--- src/rtl/ecc_pkg.sv ---
// Shared types and constants for the scalar multiplier and its point-unit handshake.
package ecc_pkg;

    localparam int PW      = 80;
    localparam int DBL_BIT = 79;
    localparam int NEG_BIT = 79;

    typedef enum logic [2:0] {
        IDLE,
        BIT,
        DBL_REQ,
        DBL_WAIT,
        ADD_REQ,
        ADD_WAIT,
        NEXT,
        FIN
    } state_t;

    typedef struct packed {
        logic [PW-1:0] x;
        logic [PW-1:0] y;
    } point_t;

    localparam point_t POINT_O = '{default: '0};

    // Bit 79 of every coordinate is a flag position on the unit bus, never coordinate data.
    function automatic point_t mask_point(input point_t p);
        point_t m;
        m = p;
        m.x[PW-1] = 1'b0;
        m.y[PW-1] = 1'b0;
        return m;
    endfunction

    function automatic logic is_o(input point_t p);
        return (p == POINT_O);
    endfunction

endpackage

--- src/rtl/ecc_op_watchdog.sv ---
// Per-operation cycle watchdog: cleared by load, advances while count is high,
// and holds expire once TIMEOUT cycles have elapsed.
module ecc_op_watchdog #(
    parameter int TIMEOUT = 4096
) (
    input  logic clk,
    input  logic reset,
    input  logic load,
    input  logic count,
    output logic expire
);

    localparam int CW = $clog2(TIMEOUT + 1);

    logic [CW-1:0] cnt;

    // NOTE: state registers use non-blocking assignments so every flop samples pre-edge values.
    always_ff @(posedge clk) begin
        if (reset) begin
            cnt <= '0;
        end else if (load) begin
            cnt <= '0;
        end else if (count && !expire) begin
            cnt <= cnt + 1'b1;
        end
    end

    assign expire = (cnt == CW'(TIMEOUT));

endmodule

--- src/rtl/ecc_scalar_mult.sv ---
// Left-to-right double-and-add scalar multiplier driving an external point unit;
// the accumulator skips doublings of O and turns O + G into a direct copy of G.
module ecc_scalar_mult
    import ecc_pkg::*;
#(
    parameter int KW      = 80,
    parameter int TIMEOUT = 4096
) (
    input  logic          clk,
    input  logic          reset,
    input  logic          start,
    input  logic [KW-1:0] k,
    input  logic [PW-1:0] gx,
    input  logic [PW-1:0] gy,
    output logic [PW-1:0] rx,
    output logic [PW-1:0] ry,
    output logic          busy,
    output logic          done,
    output logic          err,
    output logic [PW-1:0] ecc_px,
    output logic [PW-1:0] ecc_py,
    output logic [PW-1:0] ecc_qx,
    output logic [PW-1:0] ecc_qy,
    output logic          ecc_start,
    input  logic          ecc_done,
    input  logic [PW-1:0] ecc_rx,
    input  logic [PW-1:0] ecc_ry
);

    localparam int IW = $clog2(KW);

    state_t        state, next_state;
    logic [KW-1:0] k_q;
    point_t        g_q, r_q, r_next, unit_res;
    logic [IW-1:0] bit_idx;
    logic          ecc_done_q, ecc_edge, cur_bit;
    logic          wd_load, wd_count, wd_expire, timed_out;

    assign ecc_edge = ecc_done && !ecc_done_q;
    assign cur_bit  = k_q[bit_idx];
    assign unit_res = mask_point({ecc_rx, ecc_ry});

    ecc_op_watchdog #(.TIMEOUT(TIMEOUT)) u_watchdog (
        .clk    (clk),
        .reset  (reset),
        .load   (wd_load),
        .count  (wd_count),
        .expire (wd_expire)
    );

    always_ff @(posedge clk) begin
        if (reset) begin
            state <= IDLE;
        end else begin
            state <= next_state;
        end
    end

    // NOTE: every signal written here gets a default first, so no path can infer a latch.
    always_comb begin
        next_state = state;
        r_next     = r_q;
        wd_load    = 1'b0;
        wd_count   = 1'b0;
        unique case (state)
            IDLE: if (start) next_state = BIT;
            BIT: begin
                if (!is_o(r_q)) begin
                    next_state = DBL_REQ;
                end else begin
                    if (cur_bit) r_next = g_q;
                    next_state = NEXT;
                end
            end
            DBL_REQ: begin
                wd_load    = 1'b1;
                next_state = DBL_WAIT;
            end
            DBL_WAIT: begin
                wd_count = 1'b1;
                if (wd_expire) begin
                    next_state = FIN;
                end else if (ecc_edge) begin
                    // A doubling that lands on O makes the pending add a plain copy of G.
                    if (cur_bit && !is_o(unit_res)) begin
                        r_next     = unit_res;
                        next_state = ADD_REQ;
                    end else begin
                        r_next     = cur_bit ? g_q : unit_res;
                        next_state = NEXT;
                    end
                end
            end
            ADD_REQ: begin
                wd_load    = 1'b1;
                next_state = ADD_WAIT;
            end
            ADD_WAIT: begin
                wd_count = 1'b1;
                if (wd_expire) begin
                    next_state = FIN;
                end else if (ecc_edge) begin
                    r_next     = unit_res;
                    next_state = NEXT;
                end
            end
            NEXT:    next_state = (bit_idx == '0) ? FIN : BIT;
            FIN:     next_state = IDLE;
            default: next_state = IDLE;
        endcase
    end

    always_ff @(posedge clk) begin
        if (reset) begin
            k_q        <= '0;
            g_q        <= POINT_O;
            r_q        <= POINT_O;
            bit_idx    <= '0;
            ecc_done_q <= 1'b0;
            timed_out  <= 1'b0;
            rx         <= '0;
            ry         <= '0;
            busy       <= 1'b0;
            done       <= 1'b0;
            err        <= 1'b0;
            ecc_start  <= 1'b0;
            ecc_px     <= '0;
            ecc_py     <= '0;
            ecc_qx     <= '0;
            ecc_qy     <= '0;
        end else begin
            ecc_done_q <= ecc_done;
            r_q        <= r_next;
            ecc_start  <= (next_state == DBL_REQ) || (next_state == ADD_REQ);
            done       <= (state == FIN);
            err        <= (state == FIN) && timed_out;

            if (state == IDLE && start) begin
                k_q       <= k;
                g_q       <= mask_point({gx, gy});
                r_q       <= POINT_O;
                bit_idx   <= IW'(KW - 1);
                busy      <= 1'b1;
                timed_out <= 1'b0;
            end

            if (state == NEXT && bit_idx != '0) bit_idx <= bit_idx - 1'b1;

            if ((state == DBL_WAIT || state == ADD_WAIT) && wd_expire) timed_out <= 1'b1;

            // Operands load on entry to a request state and stay put through the wait.
            if (next_state == DBL_REQ) begin
                ecc_px <= {1'b1, r_next.x[PW-2:0]};
                ecc_py <= {1'b0, r_next.y[PW-2:0]};
                ecc_qx <= '0;
                ecc_qy <= '0;
            end else if (next_state == ADD_REQ) begin
                ecc_px <= r_next.x;
                ecc_py <= r_next.y;
                ecc_qx <= g_q.x;
                ecc_qy <= g_q.y;
            end

            if (state == FIN) begin
                busy <= 1'b0;
                rx   <= timed_out ? '0 : r_q.x;
                ry   <= timed_out ? '0 : r_q.y;
            end
        end
    end

endmodule

--- config.mk ---
export PLATFORM = sky130hd
export DESIGN_NAME = ecc_scalar_mult
export DESIGN_NICKNAME = d
export VERILOG_FILES = /design/src/rtl/ecc_pkg.sv /design/src/rtl/ecc_op_watchdog.sv /design/src/rtl/ecc_scalar_mult.sv
export SDC_FILE = /design/constraint.sdc
export NUM_CORES = 2
export LEC_CHECK = 0
export ABC_CLOCK_PERIOD_IN_PS = 5350
export BUFFER_PORTS_ARGS = -buffer_cell sky130_fd_sc_hd__buf_4
export CAP_MARGIN = 10
export CORE_AREA = 2 2 351 353
export CTS_BUF_LIST = sky130_fd_sc_hd__clkbuf_8
export DETAILED_ROUTE_END_ITERATION = 16
export DIE_AREA = 0 0 353 355
export GPL_ROUTABILITY_DRIVEN = 0
export PLACE_DENSITY_LB_ADDON = 0.3
export SYNTH_ARGS = -nofsm -noshare
export SYNTH_HDL_FRONTEND = slang
export SYNTH_SLANG_ARGS = --single-unit
export TNS_END_PERCENT = 5
--- constraint.sdc ---
create_clock -name clk -period 5.35 [get_ports clk]
set_clock_uncertainty 0.2 [all_clocks]
set_input_delay 0.2675 -clock clk [delete_from_list [all_inputs] [get_ports clk]]
set_output_delay 0.2675 -clock clk [all_outputs]
set_load 0.01 [all_outputs]
==> results.sh <==
export IMPL_crit_family="compound AO/OA/AOI/OAI gates"
export IMPL_synthAdderAreaFrac_pct=0.1073
export IMPL_p_comb_share_pct=21.9
export IMPL_synth_top_cell_area_share_pct=51.80
export IMPL_pwr_share_seq_pct=41.4
export IMPL_dp_hpwl_um=115300
export IMPL_clock_latency_ns=0.95
export IMPL_layout_commonest_cell="nand2_1"
export IMPL_synth_cells=4103
export IMPL_clk_pin_slew_ns=0.06
export IMPL_synth_seq_cells=905
export IMPL_cts_buffers=162
export IMPL_fillers=11660
export IMPL_ys_flop_type="dfxtp_1"
export IMPL_drc=0
export IMPL_cp_max_fo=46
export IMPL_fin_area_um2=54640
export IMPL_cts_sinks=905
export IMPL_final_antenna_net_count=0
export IMPL_antenna_found_initial=11
export IMPL_ir_drop_mv=0.2454
export IMPL_yosys_warnings=0
export IMPL_grt_pass1_vias=38340
export IMPL_avgSynthCellArea_um2=8.524
export IMPL_synth_top_family_by_area="compound AO/OA/AOI/OAI gates"
export IMPL_synth_top_cell_by_area="dfxtp_1"
export IMPL_max_cap_viol_count=0
export IMPL_die_x_um=353
export IMPL_cp_cell_sequence="mux4_2 -> mux2_2 -> a2111oi_0 -> a2111o_1 -> o21bai_4 -> o21a_4 -> a222oi_1 -> nor2_1 -> dlygate4sd3_1"
export IMPL_critPathArrivalTime_ns=5.34
export IMPL_synth_simple_area_share_pct=16.95
export IMPL_overflow=0
export IMPL_clockPowerShare_pct=36.7
export IMPL_area_growth_pct=56.23
export IMPL_netlist_area_um2=34970
export IMPL_io_pins=888
export IMPL_async_flop_share_pct=0
export IMPL_crit_slowest_cell="dfxtp_1"
export IMPL_synth_mux_area_fraction_pct=1.431
export IMPL_grt_max_degree=189
export IMPL_critPathLaunchType="register"
export IMPL_end_kind="register"
export IMPL_totalWireLength_um=177200
export IMPL_finish_net_count=6098
export IMPL_slew_headroom_pct=8.912
export IMPL_final_cell_mix="1078 x nand2_1, 939 x buf_4, 905 x dfxtp_1, 812 x dlygate4sd3_1, 765 x a21oi_1"
export IMPL_yosys_top_cells_area="dfxtp_1 52%, nand2_1 12%, a21oi_1 11%"
export IMPL_htreeDepth=4
export IMPL_wl_per_cell_um=23.77
export IMPL_via_count=39230
export IMPL_critPathBufInv=1
export IMPL_clockBufferDepth=3
export IMPL_io_buffer_count=881
export IMPL_power_internal_w=0.01268
export IMPL_rsz0062_at_grt="no"
export IMPL_placed_area_um2=43070
export IMPL_die_h_um=355
export IMPL_hold_viol_final=0
export IMPL_drive_gt1_share_pct=22.98
export IMPL_synthXorXnorAreaFrac_pct=0.2254
export IMPL_synth_compound_area_share_pct=25.12
export IMPL_rows=128
export IMPL_cts_root_buf="clkbuf_8"
export IMPL_coreArea_um2=121400
export IMPL_tritoncts="yes"
export IMPL_timing_final_crit_share_pct=88.69
export IMPL_min_period_ns=4.745
export IMPL_p_sw_share_pct=32.54
export IMPL_status="complete, no violations"
export IMPL_worstSetupPathType="register to register"
export IMPL_finalSetupViolCount=0
export IMPL_hold_path_class="primary input to register"
export IMPL_max_freq_mhz=210.8
export IMPL_finalSetupTns_ns=0
export IMPL_drv_slew=0
export IMPL_start_util_pct=28.81
export IMPL_synth_edf_count=0
export IMPL_globalRouteTotalUtil_pct=27.02
export IMPL_cts_resized=0
export IMPL_grt_pass1_wl_um=254800
export IMPL_avgViaCountPerCell=5.263
export IMPL_tightestPinTransition_ns=1.366
export IMPL_detail_route_iter0_violations=3918
export IMPL_ys_seq_area_share_pct=51.80
export IMPL_critPathMaxStageDelay_ns=0.74
export IMPL_power_density_nw_per_um2=344.0
export IMPL_required_ns=5.94
export IMPL_p_leak_nw=21.35
export IMPL_drtPass1Iterations=6
export IMPL_synth_cell_types=61
export IMPL_die_area_um2=125300
export IMPL_p_switching_w=0.006117
## Yosys cell counts, types with 3 or more instances
cell and instances:
buf_4 18, nor2b_1 7, a22o_1 158, a22oi_2 21
and2_1 5, a21oi_1 765, xor2_1 6, mux4_2 15
a31oi_1 28, a222oi_1 15, and3_1 5, mux2i_1 14
o21ai_0 35, nor2_1 217, nand3_1 5, clkbuf_1 236
buf_2 77, nor4b_1 3, a211oi_1 87, nor4_1 85
xnor2_1 3, a211oi_2 77, nand4_1 25, ha_1 3
a22oi_1 121, nor3b_1 3, or3_1 5, a311oi_1 3
inv_1 6, dfxtp_1 905, buf_1 11, nand2b_1 10
nor3_1 7, buf_6 4, nand2_1 1082
## flip-flops by register name, summed over array words and instances, names as in the netlist, 3 cells and up
signal          count
rx                 80
u_watchdog.cnt     13
ecc_qy             79
k_q                80
bit_idx             7
ecc_py             80
ry                 80
state               3
ecc_qx             79
r_q               160
g_q               158
ecc_px             80
## cells by family (layout without fill, tap and decap cells)
family | after synthesis | after routing
mux | 31 | 31
xor+xnor | 9 | 9
flops | 905 | 905
buf+inv | 353 | 2066
fa+ha+maj | 3 | 3
compound gates | 1335 | 1335
other cells | 1 | 14
simple gates | 1466 | 1466
## worst reg2reg max path, stage by stage (launching register included)
cell,delay (ns)
dfxtp_1,0.74
mux4_2,0.62
mux2_2,0.28
a2111oi_0,0.60
a2111o_1,0.38
o21bai_4,0.17
o21a_4,0.40
a222oi_1,0.56
nor2_1,0.09
dlygate4sd3_1,0.57
## final timing paths
check	startpoint	endpoint	slack [ns]	cells after the start
worst max-delay path	bit_idx[0]	r_q[157]	0.61	9
worst min-delay path	ecc_ry[42]	r_q[42]	0.09	4
worst max register to register	bit_idx[0]	r_q[157]	0.61	9
worst min register to register	g_q[74]	ecc_qy[74]	0.25	2
## through the flow
step,instances,util [%],power [W],hold WS [ns],setup WS (ns)
2_1_floorplan,4104,-,0.009638,0.1957,2.282
3_3_place_gp,6340,35.48,0.01135,0.2393,0.8597
3_5_place_dp,6340,35.48,0.01140,0.2467,0.8301
4_1_cts,7442,44.98,0.01882,0.0001423,0.6044
5_1_grt,7450,45.00,0.01951,0.02953,0.3598
6_report,7454,45.01,0.01880,0.08762,0.6052
## per-layer routing
layer,track usage (%),up-vias,part of all wire (%)
li1,-,17650,-
met1,33.04,18950,39
met2,43.06,2154,46
met3,7.872,473,9.8
met4,14.09,4,5.6
met5,0,-,0.015
## area by class of cell
type	count	area, µm²	area share (%)
flip-flops and latches	905	18120	33.16
repair buffers	1770	15550	28.46
diodes	12	30.03	0.05496
well taps	1625	2033	3.721
multi-input cells	2846	15470	28.31
clock inverters	83	564.3	1.033
clock buffers	207	2849	5.214
inverters	6	22.52	0.04122
## power groups by stage
stage                     clock [W]  combinational, W  sequential (W)
after floorplan                   0           0.00180         0.00784
after global placement            0           0.00346         0.00789
after detailed placement          0           0.00350         0.00790
after CTS                   0.00701           0.00405         0.00776
after global routing        0.00732           0.00436         0.00783
final                       0.00690           0.00411         0.00778
## repair_timing
action,in CTS,in global routing
setup buffers,0,0
setup endpoints to repair,0,0
endpoints found under the hold margin,576,0
hold buffers,812,0
No activity file was read; power rests on OpenSTA's default activity.
